### config.mk
export PLATFORM = sky130hd
export DESIGN_NAME = sram_write_aligner
export DESIGN_NICKNAME = d
export VERILOG_FILES = /design/src/rtl/sram_pkg.sv /design/src/rtl/sram_write_aligner_rotate.sv /design/src/rtl/sram_write_aligner.sv
export SDC_FILE = /design/constraint.sdc
export NUM_CORES = 1
export LEC_CHECK = 0
export CORE_MARGIN = 2
export CORE_UTILIZATION = 45
export DETAILED_ROUTE_END_ITERATION = 7
export PLACE_DENSITY = 0.82
export SKIP_CTS_REPAIR_TIMING = 1
export SYNTH_ARGS = -nofsm -noshare
export SYNTH_HDL_FRONTEND = slang
export SYNTH_SLANG_ARGS = --single-unit
### constraint.sdc
create_clock -name clk -period 2.1 [get_ports clk]
set_input_delay 0.63 -clock clk [delete_from_list [all_inputs] [get_ports clk]]
set_output_delay 0.63 -clock clk [all_outputs]
set_load 0.05 [all_outputs]
### src/rtl/sram_pkg.sv
// Shared definitions for the SRAM write aligner: size encodings, lane-count helpers, FSM states.
package sram_pkg;

   typedef enum logic [1:0] {
      SZ_BYTE  = 2'd0,
      SZ_HALF  = 2'd1,
      SZ_WORD  = 2'd2,
      SZ_DWORD = 2'd3
   } size_e;

   // IDLE: out register empty; HOLD: single or last beat pending; SPLIT: first of two beats pending
   typedef enum logic [1:0] {
      IDLE  = 2'd0,
      HOLD  = 2'd1,
      SPLIT = 2'd2
   } state_e;

   function automatic int nb_of(input int data_w);
      return data_w / 8;
   endfunction

   // DATA_W must be at least 16 so the lane offset field is non-empty
   function automatic int off_w_of(input int data_w);
      return $clog2(data_w / 8);
   endfunction

endpackage

### src/rtl/sram_write_aligner_rotate.sv
// Combinational lane rotator: places a right-justified 1..NB byte write onto SRAM byte lanes,
// returning the low-word beat, the spill-over beat for the next word, and a crossing flag.
module byte_lane_rotate
   import sram_pkg::*;
#(
   parameter int DATA_W = 32
) (
   input  logic [DATA_W-1:0]           data,
   input  logic [off_w_of(DATA_W)-1:0] off,
   input  logic [1:0]                  size,
   output logic [DATA_W-1:0]           lo_data,
   output logic [nb_of(DATA_W)-1:0]    lo_mask,
   output logic [DATA_W-1:0]           hi_data,
   output logic [nb_of(DATA_W)-1:0]    hi_mask,
   output logic                        crossing
);

   localparam int NB    = nb_of(DATA_W);
   localparam int OFF_W = off_w_of(DATA_W);

   logic [1:0]          n_log;
   int                  nbytes;
   logic [NB-1:0]       byte_en;
   logic [DATA_W-1:0]   data_m;
   logic [2*DATA_W-1:0] wide_data;
   logic [2*NB-1:0]     wide_mask;

   // A double-width shift puts the spill-over bytes directly into the upper word
   always_comb begin
      n_log   = (32'(size) > 32'(OFF_W)) ? 2'(OFF_W) : size;
      nbytes  = 32'd1 << n_log;
      byte_en = '0;
      data_m  = '0;
      for (int i = 0; i < NB; i++) begin
         byte_en[i]       = (i < nbytes);
         data_m[8*i +: 8] = byte_en[i] ? data[8*i +: 8] : 8'h00;
      end
      wide_data = {{DATA_W{1'b0}}, data_m} << {off, 3'b000};
      wide_mask = {{NB{1'b0}}, byte_en} << off;
   end

   assign lo_data  = wide_data[DATA_W-1:0];
   assign hi_data  = wide_data[2*DATA_W-1:DATA_W];
   assign lo_mask  = wide_mask[NB-1:0];
   assign hi_mask  = wide_mask[2*NB-1:NB];
   assign crossing = |hi_mask;

endmodule

### src/rtl/sram_write_aligner.sv
// Registered write-data aligner in front of an SRAM macro: 1-cycle latency, one beat per cycle
// for non-crossing writes, word-crossing writes take two beats and stall the input for one.
module sram_write_aligner
   import sram_pkg::*;
#(
   parameter int DATA_W = 32,
   parameter int ADDR_W = 9
) (
   input  logic                                 clk,
   input  logic                                 rst,
   input  logic                                 in_valid,
   output logic                                 in_ready,
   input  logic [ADDR_W+off_w_of(DATA_W)-1:0]   in_addr,
   input  logic [1:0]                           in_size,
   input  logic [DATA_W-1:0]                    in_data,
   output logic                                 out_valid,
   input  logic                                 out_ready,
   output logic [ADDR_W-1:0]                    out_addr,
   output logic [DATA_W-1:0]                    out_data,
   output logic [nb_of(DATA_W)-1:0]             out_wmask
);

   localparam int NB    = nb_of(DATA_W);
   localparam int OFF_W = off_w_of(DATA_W);

   state_e            state, state_nxt;
   logic              accept, load_new, load_b2;

   logic [DATA_W-1:0] lo_data, hi_data;
   logic [NB-1:0]     lo_mask, hi_mask;
   logic              crossing;

   logic [ADDR_W-1:0] in_word;
   logic [ADDR_W-1:0] b2_addr;
   logic [DATA_W-1:0] b2_data;
   logic [NB-1:0]     b2_mask;

   assign in_word   = in_addr[ADDR_W+OFF_W-1:OFF_W];
   assign out_valid = (state != IDLE);
   assign in_ready  = !out_valid | (out_ready & (state != SPLIT));
   assign accept    = in_valid & in_ready;

   byte_lane_rotate #(.DATA_W(DATA_W)) u_rotate (
      .data     (in_data),
      .off      (in_addr[OFF_W-1:0]),
      .size     (in_size),
      .lo_data  (lo_data),
      .lo_mask  (lo_mask),
      .hi_data  (hi_data),
      .hi_mask  (hi_mask),
      .crossing (crossing)
   );

   always_comb begin
      state_nxt = state;
      load_new  = 1'b0;
      load_b2   = 1'b0;
      case (state)
         IDLE: begin
            if (accept) begin
               load_new  = 1'b1;
               state_nxt = crossing ? SPLIT : HOLD;
            end
         end
         HOLD: begin
            if (out_ready) begin
               if (accept) begin
                  load_new  = 1'b1;
                  state_nxt = crossing ? SPLIT : HOLD;
               end else begin
                  state_nxt = IDLE;
               end
            end
         end
         SPLIT: begin
            if (out_ready) begin
               load_b2   = 1'b1;
               state_nxt = HOLD;
            end
         end
         default: state_nxt = IDLE;
      endcase
   end

   always_ff @(posedge clk) begin
      if (rst) begin
         state     <= IDLE;
         out_addr  <= '0;
         out_data  <= '0;
         out_wmask <= '0;
         b2_addr   <= '0;
         b2_data   <= '0;
         b2_mask   <= '0;
      end else begin
         state <= state_nxt;
         if (load_new) begin
            out_addr  <= in_word;
            out_data  <= lo_data;
            out_wmask <= lo_mask;
            // Natural ADDR_W-bit wrap sends the spill-over beat of the top word to word 0
            b2_addr   <= in_word + 1'b1;
            b2_data   <= hi_data;
            b2_mask   <= hi_mask;
         end else if (load_b2) begin
            out_addr  <= b2_addr;
            out_data  <= b2_data;
            out_wmask <= b2_mask;
         end
      end
   end

endmodule

# Word level (Yosys, flattened, before mapping)
# Index checks and enable logic that the tools add are counted.
# totals
register_bits	92
input_bits	49
out_inout_bits	47
wordCells	53
# op_classes
n_addsub	1
order_cmp	5
eq_ne	6
n_shift	3
muxes	22
bitwise_logic	3
n_reduce_logical	6
# op_table
operator	n
less-than comparator 3 x 32 -> 1 bit (first input constant)	2
two-way mux 32 bit	2
left shift 32 x 5 -> 64 bit	1
less-than comparator 1 x 32 -> 1 bit (first input constant)	1
less-than comparator 2 x 32 -> 1 bit (first input constant)	1
two-way mux 8 bit	4
left shift 1 x 2 -> 32 bit (first input constant)	1
two-way mux 9 bit	2
two-way mux 2 bit	6
adder 9 x 1 -> 9 bit (second input constant)	1
two-way mux 4 bit	2
!= test 2 bit (second input constant)	4
left shift 4 x 2 -> 8 bit	1
one-hot mux 2 bit (3 select lines)	1
two-way mux 1 bit	4
nonzero test 2 bit	2
OR reduction 4 bit	1
AND reduction 3 bit	1
bitwise AND 1 bit	2
== test 2 x 1 -> 1 bit (second input constant)	1
== test 2 bit (second input constant)	1
greater-than comparator 2 bit (second input constant)	1
logical NOT 2 bit	1
one-hot mux 1 bit (2 select lines)	1
2 further kinds	2

# Logic depth before layout (Yosys ltp)
# logic_depth
ltp_word	10
mapped_depth	7
depth_no_buf	5

# Cells and area by module
# A second synthesis with hierarchy kept.
# unflattened
hier_cells	627
area_unflattened_um2	4860.9
# by_module_without_submodules
module	n_inst	cells_per_inst	area_each_um2	seq_area_each_um2
sram_write_aligner	1	487	3928.8	1841.8
byte_lane_rotate	1	140	932.1	0.0

# Worst setup path after synthesis
# No wires, ideal clock.
# synth_path
kind	reg2out
start	reg state[1]
end	out in_ready
arrival_time_ns	1.156
required_ns	1.470
slack_ns	0.314
path_stages_with_launch	3
n_path_buf	0
cell_sequence	dfxtp_1 > or2_2 > nand2_1
# synth_between
elab_chain_cells	3
word_cells_on_any_way	5
classes_between	1 x eq/ne; 2 x bitwise; 2 x reduce/logical
# synth_lines
element	line	text
from (decl)	sram_write_aligner.sv:26	state_e state, state_nxt;
from (signal assigned)	sram_write_aligner.sv:95	state <= state_nxt;
nonzero test 2 bit	sram_write_aligner.sv:39	assign out_valid = (state != IDLE);
via out_valid	sram_write_aligner.sv:16	output logic out_valid,
logical NOT 1 bit	sram_write_aligner.sv:40	assign in_ready = !out_valid | (out_ready & (state != SPLIT));
OR 1 bit	sram_write_aligner.sv:40	
to (decl)	sram_write_aligner.sv:12	output logic in_ready,
# The timed path passes the listed nets, and every way through them passes these cells.

# Worst setup path in the final report
# layout_path
start	in in_size[1]
end	reg out_data[25]
# layout_between
elab_chain_cells	7
word_cells_on_any_way	13
classes_between	5 x order compare; 2 x shift; 6 x mux
# layout_lines
element	line	text
from (decl)	sram_write_aligner.sv:14	input logic [1:0] in_size,
greater-than comparator 2 bit	sram_write_aligner_rotate.sv:30	n_log = (32'(size) > 32'(OFF_W)) ? 2'(OFF_W) : size;
two-way mux 2 bit *	sram_write_aligner_rotate.sv:30	
left shift 1 x 2 -> 32 bit *	sram_write_aligner_rotate.sv:31	nbytes = 32'd1 << n_log;
less-than comparator 1 x 32 -> 1 bit (tied with other cells)	sram_write_aligner_rotate.sv:35	byte_en[i] = (i < nbytes);
two-way mux 8 bit	sram_write_aligner_rotate.sv:36	data_m[8*i +: 8] = byte_en[i] ? data[8*i +: 8] : 8'h00;
left shift 32 x 5 -> 64 bit *	sram_write_aligner_rotate.sv:38	wide_data = {{DATA_W{1'b0}}, data_m} << {off, 3'b000};
two-way mux 32 bit *	sram_write_aligner.sv:96	if (load_new) begin
to (signal assigned)	sram_write_aligner.sv:98	out_data <= lo_data;
to (signal assigned)	sram_write_aligner.sv:106	out_data <= b2_data;
to (decl)	sram_write_aligner.sv:19	output logic [DATA_W-1:0] out_data,
# Mark *: on every way between the ends. The rest lies on a longest branch, timed or not.
# A chain may end at the register's enable or synchronous reset.

==> results.txt <==
Routed via count -> 4412
Clock buffer count from CTS -> 9
Largest net degree at the start of global routing -> 36
Wire length on met2 -> 6.74 mm
DR iter-0 viols -> 427
Wl on met1 -> 5.26 mm
CP startpoint -> in_size[1]
IO Count -> 96
WL/cell -> 18.7 um
Critical Path Sink Type -> flop
Area post-placement -> 5400 um^2
Total power -> 4.59 mW
Setup TNS -> 0 ns
Metal3 WL -> 1.23 mm
Final wirelength -> 13.7 mm
Port Buffers -> 95
Vias in the first global route -> 4078
Pwr Density -> 790 nW/um^2
Register area -> 1660 um^2
Crit Path Class -> primary input to flop
Final core occ -> 66.7%
IR drop worst, VDD -> 0.363 mV
Avg Cell Area, Syn -> 8.48 um^2
Final Hold Viols -> 0
Global placement routability congestion -> 0.931
Yosys warning count -> 0
Worst-Margin Slew -> 0.525 ns
Status -> completed
Initial antenna violation count -> 0
Max layer used -> met4
Area contributors post-synth -> dfxtp_1, nor2_1, nand2_1, a211oi_1, mux2_2
Capture point of the critical path -> out_data[25]
Clk_skew -> 0.00850 ns
Slew headroom -> 64.6%
Cell taking the most area after synthesis -> dfxtp_1
Row count -> 34
GR Util All Layers -> 26.3%
Clock latency on the worst-skew pair -> 0.36 ns
Clk buf depth -> 2
Worst r2r dst -> out_data[20]
Crit path DAT -> 2.32 ns
Cell variety after synth -> 44
Post-synth EDFFs -> 0
H-tree levels -> 3
Tmin final -> 2.06 ns
Clk sinks -> 83
DR pass1 iterations -> 7
Antenna Nets Post-Route -> 0
Global route total overflow -> 0
Syn nets -> 526
CTS tree -> built
LEAKAGE -> 2.35 nW
Antenna fix cells -> 0
First-pass GRT wire length -> 20.4 mm
Ratio of cells with drive above 1 in the final layout -> 28.6%
Net count, final -> 670
Crit path launch type -> primary input
HP Class -> flop to flop
Cells after Synth -> 476
Vias/cell -> 6.04
Worst path required time -> 2.35 ns
Die area -> 9750 um^2
Die Wd -> 98.7 um
Clock root buffer -> clkbuf_8
Fin crit share -> 98.2%
Initial Util -> 46.3%
Cell Area, Synth -> 4040 um^2
Die height -> 98.7 um
Post-DP HPWL -> 9.60 mm
RR Startpoint -> state[0]
Synth top area share -> 41.2%
FILL cells -> 675
Setup-failing EPs final -> 0
Worst reg2reg path depth -> 5
Post-synthesis register bit count -> 83
Max cap viols -> 0
Crit Path Max Fanout -> 6
Clk slew on worst S/H paths -> 0.08 ns
Synth-to-layout area growth -> 44.0%
Post-synth ARST share -> 0%
Fin. max-slew vios -> 0
FMAX -> 485 MHz
Post-synthesis sequential area ratio -> 41.2%
Flop2flop setup slack -> 0.42 ns
DRC viols -> 0
CORE AREA -> 8720 um^2
Finished Cell Area -> 5810 um^2
Most frequently used flop master after synthesis -> dfxtp_1
Area of the multi-input gates -> 2200 um^2
==> flip-flops by register name, summed over array words and instances (netlist names) <==
register   count
state          2
out_addr       9
b2_addr        9
b2_data       24
b2_mask        3
out_wmask      4
out_data      32
==> kinds of logic after synthesis <==
group / count (synthesis) / synth area share, %
compound gates: 135 / 24.8
xor+xnor: 7 / 1.52
fa+ha+maj: 1 / 0.310
buf+inv: 42 / 5.48
flops: 83 / 41.2
mux: 14 / 3.90
simple gates: 194 / 22.9
==> synthesized netlist by cell type, types with 3 or more instances <==
cell type  number
nand3_1        14
nand2b_1        8
a22o_1         13
nor4_4          3
a211oi_1       24
clkbuf_1       16
buf_6           4
dfxtp_1        83
a2bb2oi_1       8
mux2_2         14
buf_4           4
a221oi_1        8
nand2_1        52
nor2b_1        11
xnor2_1         5
a22oi_1        16
a311oi_1       11
or2_2           7
a222oi_1        5
a21oi_1        11
nor2_1         75
nor3_1         15
a32o_1          3
buf_2          15
o21ai_0        29
==> worst max-delay path, stage by stage <==
cell             delay, ns
clkdlybuf4s50_1       0.46
or2_2                 0.38
buf_4                 0.17
a22oi_1               0.25
o21ai_0               0.19
a22o_1                0.23
==> how the worst min path moves through the flow <==
stage,cells past startpoint,endpoint,from
floorplan,2,b2_mask[1],b2_mask[1]
global placement,2,b2_mask[1],b2_mask[1]
detailed placement,2,b2_mask[1],b2_mask[1]
CTS,2,out_wmask[3],out_wmask[3]
global route,2,out_addr[0],b2_addr[0]
finish,2,out_wmask[3],out_wmask[3]
==> through the flow <==
step | hold slack [ns] | instances | worst slack (ns)
final | 0.457 | 731 | 0.0381
after global routing | 0.486 | 731 | -0.0518
after CTS | 0.459 | 720 | -0.177
after detailed placement | 0.444 | 706 | -0.550
after global placement | 0.443 | 706 | -0.516
after floorplan | 0.429 | 476 | 0.314
==> routing by layer <==
metal	vias to the layer above	global-route usage, %
met3	46	6.03
met1	2111	33.6
met5	-	0
li1	2014	-
met2	241	42.8
met4	0	11.1
==> cell type report <==
type / count / area share [%]
flip-flops and latches: 83 / 28.6
multi-input cells: 352 / 37.8
inverters: 1 / 0.0646
clock buffers: 9 / 2.13
clock inverters: 5 / 1.79
repair buffers: 173 / 27.3
well taps: 108 / 2.32
==> cells in the final DEF (no fill, tap or decap), types with 3 or more instances in the layout <==
master,count
a21oi_1,11
buf_12,8
nor2_1,74
mux2_2,14
xnor2_1,5
a32o_1,3
a22oi_1,16
clkdlybuf4s50_1,46
nand3_1,14
nand2_1,50
a211oi_1,24
o21ai_0,29
dfxtp_1,83
nor3_1,15
nand2b_1,7
buf_6,4
clkbuf_16,3
or2_2,7
clkbuf_8,9
a2bb2oi_1,8
bufinv_16,3
a311oi_1,9
buf_4,109
nor2b_1,9
a221oi_1,8
a22o_1,13
nor4_4,3
a222oi_1,5
==> power breakdown <==
group / internal [mW] / switching [mW]
Combinational: 0.602 / 0.852
Clock: 0.777 / 0.583
Sequential: 1.70 / 0.0756
Total: 3.08 / 1.51
Note: power is estimated with default switching activity, not from simulation.
